==> src/rtl/hazard_requester_if.sv <==
// Shared types and the request/response interface between the pipeline-side
// requester and the hazard unit.
package hazard_pkg;

  typedef enum logic [1:0] {
    MEM_NONE  = 2'd0,
    MEM_LOAD  = 2'd1,
    MEM_STORE = 2'd2
  } memaccess_t;

  typedef enum logic [1:0] {
    NPC_PLUS4  = 2'd0,
    NPC_BRANCH = 2'd1,
    NPC_JAL    = 2'd2,
    NPC_JALR   = 2'd3
  } nextpc_mode_t;

  // Hazard-relevant slice of one pipeline stage
  typedef struct packed {
    logic [4:0] rs1;
    logic [4:0] rs2;
    logic [4:0] rd;
    logic       regwrite;
    memaccess_t memaccess;
  } stage_t;

  typedef struct packed {
    logic load_use;
    logic branch_mispredict;
  } hazard_cause_t;

  typedef struct packed {
    logic [4:0]   rs1_d;
    logic [4:0]   rs2_d;
    logic [4:0]   rd_d;
    nextpc_mode_t nextpc_mode;
    logic         pcsrc;
    logic         flushflag;
    logic [4:0]   rs1_e;
    logic [4:0]   rs2_e;
    logic [4:0]   rd_e;
    logic         regwrite_e;
    memaccess_t   memaccess_e;
    logic [4:0]   rs2_m;
    logic [4:0]   rd_m;
    logic         regwrite_m;
    memaccess_t   memaccess_m;
    logic [4:0]   rd_w;
    logic         regwrite_w;
  } hazard_req_t;

  typedef struct packed {
    logic          stall_f;
    logic          stall_d;
    logic          flush_d;
    logic          flush_e;
    logic          flush_m;
    hazard_cause_t hazard_cause;
  } hazard_res_t;

endpackage

interface hazard_interface;
  import hazard_pkg::*;

  hazard_req_t req;
  hazard_res_t res;

  modport requester (output req, input res);
  modport unit      (input req, output res);
endinterface

==> src/rtl/hazard_requester.sv <==
// Owns the E/M/W hazard control records and builds the hazard request bundle.
// Performance counters exist only when HAZARD_PERF_EN is defined.
module hazard_requester
  import hazard_pkg::*;
#(
  parameter int PERF_W = 32
) (
  input  logic                  clk,
  input  logic                  rst_n,
  input  logic                  start,
  hazard_interface.requester    hazard_bus,
  input  logic [4:0]            rs1_d,
  input  logic [4:0]            rs2_d,
  input  logic [4:0]            rd_d,
  input  logic                  regwrite_d,
  input  memaccess_t            memaccess_d,
  input  nextpc_mode_t          nextpc_mode,
  input  logic                  pcsrc,
  input  logic                  trap_req,
  input  logic                  perf_clr,
  output logic [PERF_W-1:0]     perf_stall,
  output logic [PERF_W-1:0]     perf_load_use,
  output logic [PERF_W-1:0]     perf_mispredict,
  output logic [PERF_W-1:0]     perf_flush
);

  localparam stage_t BUBBLE = '{rs1: 5'd0, rs2: 5'd0, rd: 5'd0,
                                regwrite: 1'b0, memaccess: MEM_NONE};

  stage_t decRec;
  stage_t eStage_q, eStage_d;
  stage_t mStage_q, mStage_d;
  stage_t wStage_q, wStage_d;
  logic   flushFlag;

  assign decRec = '{rs1: rs1_d, rs2: rs2_d, rd: rd_d,
                    regwrite: regwrite_d, memaccess: memaccess_d};

  assign flushFlag = start && trap_req;

  // Stall on decode never holds E; the hazard unit pairs it with flush_e.
  always_comb begin
    eStage_d = decRec;
    mStage_d = eStage_q;
    wStage_d = mStage_q;
    if (!start || hazard_bus.res.flush_e) eStage_d = BUBBLE;
    if (!start || hazard_bus.res.flush_m) mStage_d = BUBBLE;
    if (!start)                           wStage_d = BUBBLE;
  end

  always_ff @(posedge clk) begin
    if (!rst_n) begin
      eStage_q <= BUBBLE;
      mStage_q <= BUBBLE;
      wStage_q <= BUBBLE;
    end else begin
      eStage_q <= eStage_d;
      mStage_q <= mStage_d;
      wStage_q <= wStage_d;
    end
  end

  // Request is built only from inputs and stage registers, never from res.
  always_comb begin
    hazard_bus.req             = '0;
    hazard_bus.req.rs1_d       = rs1_d;
    hazard_bus.req.rs2_d       = rs2_d;
    hazard_bus.req.rd_d        = rd_d;
    hazard_bus.req.nextpc_mode = nextpc_mode;
    hazard_bus.req.pcsrc       = pcsrc;
    hazard_bus.req.flushflag   = flushFlag;
    hazard_bus.req.rs1_e       = eStage_q.rs1;
    hazard_bus.req.rs2_e       = eStage_q.rs2;
    hazard_bus.req.rd_e        = eStage_q.rd;
    hazard_bus.req.regwrite_e  = eStage_q.regwrite;
    hazard_bus.req.memaccess_e = eStage_q.memaccess;
    hazard_bus.req.rs2_m       = mStage_q.rs2;
    hazard_bus.req.rd_m        = mStage_q.rd;
    hazard_bus.req.regwrite_m  = mStage_q.regwrite;
    hazard_bus.req.memaccess_m = mStage_q.memaccess;
    hazard_bus.req.rd_w        = wStage_q.rd;
    hazard_bus.req.regwrite_w  = wStage_q.regwrite;
  end

`ifdef HAZARD_PERF_EN

  logic [PERF_W-1:0] stallCnt_q, stallCnt_d;
  logic [PERF_W-1:0] loadUseCnt_q, loadUseCnt_d;
  logic [PERF_W-1:0] mispredCnt_q, mispredCnt_d;
  logic [PERF_W-1:0] flushCnt_q, flushCnt_d;

  function automatic logic [PERF_W-1:0] satInc(input logic [PERF_W-1:0] cnt,
                                                input logic ev);
    if (ev && (cnt != {PERF_W{1'b1}})) return cnt + PERF_W'(1);
    return cnt;
  endfunction

  // Clear wins over any same-cycle event; nothing counts while stopped.
  always_comb begin
    stallCnt_d   = stallCnt_q;
    loadUseCnt_d = loadUseCnt_q;
    mispredCnt_d = mispredCnt_q;
    flushCnt_d   = flushCnt_q;
    if (perf_clr) begin
      stallCnt_d   = '0;
      loadUseCnt_d = '0;
      mispredCnt_d = '0;
      flushCnt_d   = '0;
    end else if (start) begin
      stallCnt_d   = satInc(stallCnt_q,   hazard_bus.res.stall_d);
      loadUseCnt_d = satInc(loadUseCnt_q, hazard_bus.res.hazard_cause.load_use);
      mispredCnt_d = satInc(mispredCnt_q, hazard_bus.res.hazard_cause.branch_mispredict);
      flushCnt_d   = satInc(flushCnt_q,   flushFlag);
    end
  end

  always_ff @(posedge clk) begin
    if (!rst_n) begin
      stallCnt_q   <= '0;
      loadUseCnt_q <= '0;
      mispredCnt_q <= '0;
      flushCnt_q   <= '0;
    end else begin
      stallCnt_q   <= stallCnt_d;
      loadUseCnt_q <= loadUseCnt_d;
      mispredCnt_q <= mispredCnt_d;
      flushCnt_q   <= flushCnt_d;
    end
  end

  assign perf_stall      = stallCnt_q;
  assign perf_load_use   = loadUseCnt_q;
  assign perf_mispredict = mispredCnt_q;
  assign perf_flush      = flushCnt_q;

  logic unusedBits;
  assign unusedBits = ^{hazard_bus.res.stall_f, hazard_bus.res.flush_d,
                        mStage_q.rs1, wStage_q.rs1, wStage_q.rs2, wStage_q.memaccess};

`else

  assign perf_stall      = '0;
  assign perf_load_use   = '0;
  assign perf_mispredict = '0;
  assign perf_flush      = '0;

  logic unusedBits;
  assign unusedBits = ^{hazard_bus.res, perf_clr,
                        mStage_q.rs1, wStage_q.rs1, wStage_q.rs2, wStage_q.memaccess};

`endif

endmodule

==> src/flat_wrapper.sv <==
// flat-port wrapper written by rule: the top's interface ports become plain ports
module hazard_requester_flat import hazard_pkg::*;
#(
  parameter int PERF_W = 32
)
  (clk, rst_n, start, rs1_d, rs2_d, rd_d, regwrite_d, memaccess_d, nextpc_mode, pcsrc, trap_req, perf_clr, perf_stall, perf_load_use, perf_mispredict, perf_flush, hazard_bus_req, hazard_bus_res);
  hazard_interface hazard_bus_i ();
  input  logic clk;
  input  logic rst_n;
  input  logic start;
  input  logic [4:0] rs1_d;
  input  logic [4:0] rs2_d;
  input  logic [4:0] rd_d;
  input  logic regwrite_d;
  input  memaccess_t memaccess_d;
  input  nextpc_mode_t nextpc_mode;
  input  logic pcsrc;
  input  logic trap_req;
  input  logic perf_clr;
  output logic [PERF_W-1:0] perf_stall;
  output logic [PERF_W-1:0] perf_load_use;
  output logic [PERF_W-1:0] perf_mispredict;
  output logic [PERF_W-1:0] perf_flush;
  output wire logic [$bits(hazard_bus_i.req)-1:0] hazard_bus_req;
  input wire logic [$bits(hazard_bus_i.res)-1:0] hazard_bus_res;
  assign hazard_bus_req = hazard_bus_i.req;
  assign hazard_bus_i.res = hazard_bus_res;
  hazard_requester #(.PERF_W(PERF_W)) u_core (.clk(clk), .rst_n(rst_n), .start(start), .hazard_bus(hazard_bus_i), .rs1_d(rs1_d), .rs2_d(rs2_d), .rd_d(rd_d), .regwrite_d(regwrite_d), .memaccess_d(memaccess_d), .nextpc_mode(nextpc_mode), .pcsrc(pcsrc), .trap_req(trap_req), .perf_clr(perf_clr), .perf_stall(perf_stall), .perf_load_use(perf_load_use), .perf_mispredict(perf_mispredict), .perf_flush(perf_flush));
endmodule
==> config.mk <==
export PLATFORM = sky130hd
export DESIGN_NAME = hazard_requester_flat
export DESIGN_NICKNAME = d
export VERILOG_FILES = /design/src/rtl/hazard_requester_if.sv /design/src/rtl/hazard_requester.sv /design/src/flat_wrapper.sv
export SDC_FILE = /design/constraint.sdc
export NUM_CORES = 1
export LEC_CHECK = 0
export BUFFER_PORTS_ARGS = -buffer_cell sky130_fd_sc_hd__buf_2
export CORE_AREA = 2 2 83 85
export CTS_CLUSTER_DIAMETER = 60
export CTS_CLUSTER_SIZE = 40
export DETAILED_ROUTE_END_ITERATION = 16
export DIE_AREA = 0 0 85 87
export PLACE_DENSITY = 0.79
export SLEW_MARGIN = 20
export SYNTH_ARGS = -nofsm -noshare
export SYNTH_HDL_FRONTEND = slang
export SYNTH_SLANG_ARGS = --single-unit
==> constraint.sdc <==
create_clock -name clk -period 1.3 [get_ports clk]
set_clock_uncertainty 0.1 [all_clocks]
set_input_delay 0.065 -clock clk [delete_from_list [all_inputs] [get_ports clk]]
set_output_delay 0.065 -clock clk [all_outputs]
set_load 0.005 [all_outputs]
* Yosys cells after proc, flatten, opt, wreduce, memory -nomap -nowiden
Cells that the tools add are included.
** Word-level totals
- Logic and storage cells :: 19
- Flip-flop bits (word level) :: 37
- Input bits :: 33
** Operators by class
- Reductions and logical operators :: 7
- Bitwise gates (word level) :: 1
** Operators by type and width (number)
- 2-bit OR reduction :: 2
- 1-bit logical OR :: 2
- 2-bit AND reduction :: 1
- 1-bit logical AND :: 1
- 1-bit logical NOT :: 1
- 1-bit NOT :: 1

* Logic depth before layout (Yosys ltp)
Gate-level depths: netlist of run 1.
- Depth in word-level cells :: 3
- Gate-level depth with buffers :: 4
- Depth with buffers taken out :: 1

* Least setup slack after synthesis of run 1
OpenSTA, ideal clock, no wires.
- Path type :: input -> output
- Start point :: in start
- End point :: out hazard_bus_req[37]
- Path buffers :: 3
- Setup slack :: 0.541 ns
- Arrival :: 0.594 ns
- Stages on the path :: 4
- Cell sequence :: buf_2 > buf_2 > and2_1 > buf_4
** On the way
- Cells in the longest elaborated chain, start to end :: 1
** RTL lines
- from (decl) :: line flat_wrapper.sv:10 : input logic start;
- 1-bit logical AND :: line hazard_requester.sv:39 : assign flushFlag = start && trap_req;
- to (decl) :: line flat_wrapper.sv:24 : output wire logic [$bits(hazard_bus_i.req)-1:0] hazard_bus_req;
No other way between the ends.

* Worst setup path in the final report of run 1
- Start point :: in rd_d[0]
- End point :: out hazard_bus_req[41]
** RTL lines
- from (decl) :: line flat_wrapper.sv:13 : input logic [4:0] rd_d;
No word-level cell between the ends.

==> qor.csv, run 1 <==
stage,metric,value,unit
status,status,"complete, no violations",
floorplanning,boundaryPins,217,
global_route,antenna_found_initial,0,
timing,hold_viol,0,
timing,fmax,0.967,GHz
floorplanning,dieHeight,87,µm
timing,rsz0062_at_grt,no,
worst_setup_path,setup.worst_path.class,in2out,
synth,ys_warn_count,0,
cells_and_area,area_growth,2.38,%
cts,clockBufferDepth,2,
worst_hold_path,min-delay-path-class,in2out,
global_route,track_usage,0.0790,
global_route,grt_max_degree,39,
cts,clockRootBuffer,clkbuf_8,
detailed_routing,wl,3.64,mm
worst_setup_path,crit_path_end_kind,output pin,
power,peakVddDrop,933,µV
global_route,grt_pass1_wl,4.67,mm
worst_setup_path,critical_path.cell_chain,dlygate4sd3_1 -> buf_2 -> buf_2,
timing,finalSetupViolCount,0,
worst_setup_path,cpPeakStageDelay,0.54,ns
power,p_total,2.17,mW
timing,slew_headroom,0.660,
timing,slew_viol_final,0,
floorplanning,start_util,0.345,
worst_setup_path,r2r_slack,0.60,ns
floorplanning,core,6570,µm²
cts,cts.sinks,37,
cells_and_area,drive_gt1_frac,0.272,
synth,synth_top_area_share,0.487,
detailed_routing,drt-initial-drc-count,34,
synth,syn-cell-area,2260,µm²
cts,cts_tree,yes,
synth,synthTopCellsByArea,"buf_4 49%, dfxtp_1 33%, and4b_1 14%",
detailed_routing,num_vias,1354,
detailed_routing,dr.pass1.iters,4,
cts,numCtsBuffers,5,
cts,cts_resized,0,
floorplanning,die_w,85,µm
detailed_routing,drtAntennaViolNets,0,
timing,period_needed,1.03,ns
timing,tns,0,ns
synth,yosysSeqAreaShare,0.327,
power,cellLeakagePower,1.42,nW
timing,finalCritPeriodShare,0.795,
timing,worst_pin_slew,0.511,ns
cells_and_area,final-seq-area,741,µm²
cts,htree_levels,2,
floorplanning,design.die.area,7400,µm²
place,io_buffers,76,
worst_setup_path,crit_slowest_cell,dlygate4sd3_1,
worst_setup_path,cp.arrival,0.87,ns
detailed_routing,drc_errors,0,
synth,synth_cell_type_count,9,
power,p_per_area,934,nW/µm²
cells_and_area,multi_input_area,835,µm²
cells_and_area,fillers,647,
detailed_routing,wl_per_cell,9.45,µm
job,maxCapViolCount,0,
synth,syn_avg_cell_area,9.76,µm²
synth,ys_ff_latch,37,
global_route,grt.overflow.total,0,
place,hpwl,2.63,mm
global_route,grt_pass1_vias,1015,
worst_setup_path,cp_max_fo,2,
cells_and_area,diodes,0,
synth,synthCells,232,
worst_setup_path,cp.required,1.13,ns
cells_and_area,final_nets,337,
detailed_routing,drt-vias-per-instance,3.52,
cells_and_area,largest_reg_flops,37,
synth,synth_area_leader_cell,buf_4,
worst_setup_path,crit_path_frequent_cell,buf_2,
floorplanning,rows,30,
place,gp_congestion,0.718,
worst_setup_path,start_kind,input pin,
cts,clk_latency,0.28,ns
kinds of logic (layout without fill, tap and decap cells):
kind of cell	count (synthesis)	in the layout	synth area share
buffers and inverters	156	102	0.515
DFF	37	37	0.327
other	1	128	0.00166
and+or+nand+nor	38	38	0.156
worst max-delay path, delay by kind of cell:
family                 cells  cell delay [ns]
buffers and inverters      3             0.80
report_power, final:
part           total, mW  internal (mW)  switching (mW)
Clock              0.728          0.370           0.358
Combinational      0.280          0.107           0.173
Sequential          1.16           1.15         0.00622
Total               2.17           1.63           0.537
per-layer routing:
layer,GRT usage,part of all wire,vias to the layer above,routed length [µm]
met5,0,0,-,0
met4,0.0519,0.026,0,93
met3,0.0199,0.14,9,509
met2,0.144,0.50,120,1810
met1,0.0795,0.34,597,1230
li1,-,-,628,-
layout make-up:
class                   count  area share
flip-flops and latches     37       0.319
clock inverters             2     0.00432
repair buffers             94       0.242
multi-input cells         166       0.360
well taps                  80      0.0432
clock buffers               6      0.0313
layout by cell type, fill, tap and decap left out, drive strengths merged:
cell type,count
dfxtp,37
clkinv,2
buf,76
conb,128
and3,6
and2,1
dlygate4sd3,18
clkbuf,6
and4b,31
path summary, 6_finish.rpt:
check | from | endpoint | cells after the start
worst min-delay path | nextpc_mode[0] | hazard_bus_req[39] | 0
worst max-delay path | rd_d[0] | hazard_bus_req[41] | 3
worst min register to register | u_core.hazard_bus.req[10]$_SDFF_PP0_ | u_core.hazard_bus.req[2]$_SDFF_PN0_ | 1
worst max register to register | u_core.hazard_bus.req[8]$_SDFF_PP0_ | u_core.hazard_bus.req[0]$_SDFF_PN0_ | 1
through the flow:
step / util / cell area (µm²) / worst slack [ns] / hold WS, ns / std cells
2_1_floorplan: - / 2740 / 0.541 / 0.111 / 359
3_3_place_gp: 0.313 / 2060 / 0.374 / 0.0300 / 359
3_5_place_dp: 0.313 / 2060 / 0.339 / 0.0300 / 359
4_1_cts: 0.353 / 2320 / 0.267 / 0.0300 / 385
5_1_grt: 0.353 / 2320 / 0.250 / 0.0300 / 385
6_report: 0.353 / 2320 / 0.266 / 0.0300 / 385
synthesized netlist by cell type:
master and count:
buf_2 5, buf_6 3, clkbuf_1 1, and2_1 1, conb_1 1, and4b_1 31
buf_4 147, and3_1 6, dfxtp_1 37
timing repair:
item / 4_1_cts / 5_1_grt
setup buffers: 0 / 0
setup endpoints to repair: 0 / 0
endpoints found under the hold margin: 18 / 0
hold buffers: 18 / 0
(Power assumes the default switching activity.)
==> inputs of run 2 (changes only) <==
--- a/config.mk
+++ b/config.mk
@@ -5,13 +5,14 @@
 export SDC_FILE = /design/constraint.sdc
 export NUM_CORES = 1
 export LEC_CHECK = 0
+export ABC_AREA = 1
 export BUFFER_PORTS_ARGS = -buffer_cell sky130_fd_sc_hd__buf_2
 export CORE_AREA = 2 2 83 85
 export CTS_CLUSTER_DIAMETER = 60
 export CTS_CLUSTER_SIZE = 40
 export DETAILED_ROUTE_END_ITERATION = 16
 export DIE_AREA = 0 0 85 87
-export PLACE_DENSITY = 0.79
+export PLACE_DENSITY = 0.78
 export SLEW_MARGIN = 20
 export SYNTH_ARGS = -nofsm -noshare
 export SYNTH_HDL_FRONTEND = slang
==> constraint.sdc (replaced) <==
create_clock -name clk -period 1.04 [get_ports clk]
set_clock_uncertainty 0.1 [all_clocks]
set_input_delay 0.052 -clock clk [delete_from_list [all_inputs] [get_ports clk]]
set_output_delay 0.052 -clock clk [all_outputs]
set_load 0.005 [all_outputs]
==> qor.csv, run 2 <==
stage,metric,value,unit,change
power,switching_share,0.251,,+0.00313
synth,ys_warn_count,0,,unchanged
synth,synthTopCellsByArea,"buf_4 50%, dfxtp_1 33%, inv_1 6.7%",,
worst_setup_path,cp.required,0.89,ns,-0.24 ns
worst_setup_path,rr_endpoint,u_core.hazard_bus.req[12]$_SDFF_PP0_,,
global_route,antenna_found_initial,0,,unchanged
floorplanning,dieHeight,87,µm,unchanged
detailed_routing,drc_errors,0,,unchanged
synth,synth_top_area_share,0.496,,+0.00877
cells_and_area,area_growth,4.22,%,
synth,synth_common_cells,"147 x buf_4, 40 x inv_1, 37 x dfxtp_1",,
global_route,grt_pass1_wl,3.92,mm,-16%
detailed_routing,drtAntennaViolNets,0,,unchanged
power,intPower,2.03,mW,+25%
cts,cts_resized,0,,unchanged
place,io_buffers,76,,unchanged
cts,clk_latency,0.28,ns,about the same
power,power_frac_comb,0.126,,-0.003
floorplanning,boundaryPins,217,,unchanged
timing,tns,0,ns,unchanged
global_route,grt.overflow.total,0,,unchanged
detailed_routing,drt-vias-per-instance,3.11,,-12%
detailed_routing,wl,3.15,mm,-13%
cts,numCtsBuffers,5,,unchanged
timing,setup_slack,0.0426,ns,-0.224 ns
synth,synth_cell_type_count,11,,+2
cts,clockRootBuffer,clkbuf_8,,
timing,holdWs,0.00401,ns,-0.0260 ns
timing,finalSetupViolCount,0,,unchanged
cells_and_area,drive_gt1_frac,0.273,,+0.000857
timing,fmax,1.00,GHz,
cts,cts.sinks,37,,unchanged
cells_and_area,final_nets,380,,+13%
worst_setup_path,r2r_slack,0.40,ns,-0.20 ns
synth,synth_edf_count,0,,unchanged
worst_setup_path,crit_path_end_kind,output pin,,
place,gp_congestion,0.695,,-3.2%
place,post-place-ws,0.197,ns,-0.142 ns
floorplanning,rows,30,,unchanged
cells_and_area,largest_reg_flops,37,,unchanged
cells_and_area,final_common_cell,conb_1,,
synth,ys_ff_latch,37,,unchanged
power,p_per_area,1170,nW/µm²,+25%
worst_setup_path,cp.arrival,0.85,ns,-0.02 ns
worst_setup_path,cp_max_fo,2,,unchanged
synth,syn-cell-area,2220,µm²,-1.8%
worst_setup_path,start_kind,input pin,,
synth,yosysSeqAreaShare,0.333,,+0.00589
floorplanning,die_w,85,µm,unchanged
status,status,"complete, no violations",,
cells_and_area,most-common-layout-cells,"128 x conb_1, 76 x buf_2, 40 x inv_1",,
floorplanning,design.die.area,7400,µm²,unchanged
worst_setup_path,rr_startpoint,u_core.hazard_bus.req[25]$_SDFF_PP0_,,
worst_hold_path,min-delay-path-class,in2out,,
worst_setup_path,setup.worst_path.class,in2out,,
synth,synthCells,268,,+16%
detailed_routing,wl_per_cell,7.37,µm,-22%
global_route,grt_pass1_vias,950,,-6.4%
floorplanning,start_util,0.339,,-0.00610
power,peakVddDrop,862,µV,-7.6%
detailed_routing,dr.pass1.iters,4,,unchanged
job,maxCapViolCount,0,,unchanged
cts,cts_tree,yes,,
worst_setup_path,crit_path_end,hazard_bus_req[49],,
timing,rsz0062_at_grt,no,,
global_route,grt_max_degree,19,,-51%
synth,synth-main-ff-cell,dfxtp_1,,
timing,slew_viol_final,0,,unchanged
detailed_routing,num_vias,1331,,-1.7%
place,hpwl,2.41,mm,-8.4%
cts,htree_levels,2,,unchanged
worst_setup_path,critPathLaunch,rs2_d[3],,
global_route,track_usage,0.0691,,-0.00993
synth,syn_avg_cell_area,8.30,µm²,-15%
synth,yosysMostFrequentCell,buf_4,,
synth,synth_area_leader_cell,buf_4,,
timing,finalCritPeriodShare,0.959,,
detailed_routing,drt-initial-drc-count,45,,+32%
power,clkPwrFrac,0.341,,+0.005
worst_setup_path,ff2ff_path_depth,2,,+1
floorplanning,core,6570,µm²,unchanged
cells_and_area,diodes,0,,unchanged
power,seq_power_share,0.534,,about the same
timing,period_needed,0.997,ns,
power,power_switching,0.681,mW,+27%
cts,clockBufferDepth,2,,unchanged
timing,hold_viol,0,,unchanged
power,cellLeakagePower,1.38,nW,-2.6%
synth,async_reset_ff_frac,0,,unchanged
## run 2: cell count changes after synthesis, sizes merged
cell and delta:
inv +40, and3 -6, and4b -31, clkbuf -1, nor2 +37, and2 -1
nand2 +2, nand3 +2, buf -6
## run 2: metal layers
metal,track usage,vias up,part of all wire
li1,-,647,-
met1,0.0541,569,0.27
met2,0.134,107,0.55
met3,0.0237,8,0.15
met4,0.0577,0,0.030
met5,0,-,0
## run 2: layout make-up
cell class | instances | area [µm²]
inverter | 40 | 150
clock buffer | 6 | 72.6
multi-input combinational | 169 | 684
clock inverter | 2 | 10.0
timing repair buffer | 94 | 561
sequential | 37 | 741
fill | 677 | 4250
tap | 80 | 100
## run 2: kinds of logic after synthesis
logic type / share of synthesized area
other: 0.00169
buffers and inverters: 0.574
and+or+nand+nor: 0.0917
DFF: 0.333
## run 2: how the worst min path moves through the flow
| stage | start | endpoint | cells past startpoint |
|---|---|---|---|
| after floorplan | memaccess_d[1] | u_core.hazard_bus.req[20]$_SDFF_PP0_ | 2 |
| after global placement | pcsrc | hazard_bus_req[38] | 0 |
| after detailed placement | pcsrc | hazard_bus_req[38] | 0 |
| after CTS | pcsrc | hazard_bus_req[38] | 0 |
| after global routing | nextpc_mode[0] | hazard_bus_req[39] | 0 |
| final | pcsrc | hazard_bus_req[38] | 0 |
## run 2: worst max-delay path: stages
cell	delay, ns
dlygate4sd3_1	0.55
buf_2	0.13
buf_2	0.12
## run 2: repair_timing
action | CTS | global route
hold buffers | 18 | 0
endpoints found under the hold margin | 18 | 0
buffers inserted | 0 | 0
## run 2: metrics by stage
| stage | cell area [µm²] | util | instances | total power, mW |
|---|---|---|---|---|
| finish | 2320 | 0.353 | 428 | 2.71 |
| global route | 2320 | 0.353 | 428 | 2.85 |
| CTS | 2320 | 0.353 | 428 | 2.73 |
| detailed placement | 2060 | 0.313 | 402 | 1.76 |
| global placement | 2060 | 0.313 | 402 | 1.75 |
| floorplan | 2700 | - | 395 | 2.05 |
## run 2: power by group through the flow
stage	clock network [mW]	registers (mW)	logic (mW)
after floorplan	0	1.48	0.568
after global placement	0	1.48	0.275
after detailed placement	0	1.48	0.278
after CTS	0.951	1.45	0.331
after global routing	1.01	1.45	0.388
final	0.923	1.45	0.341
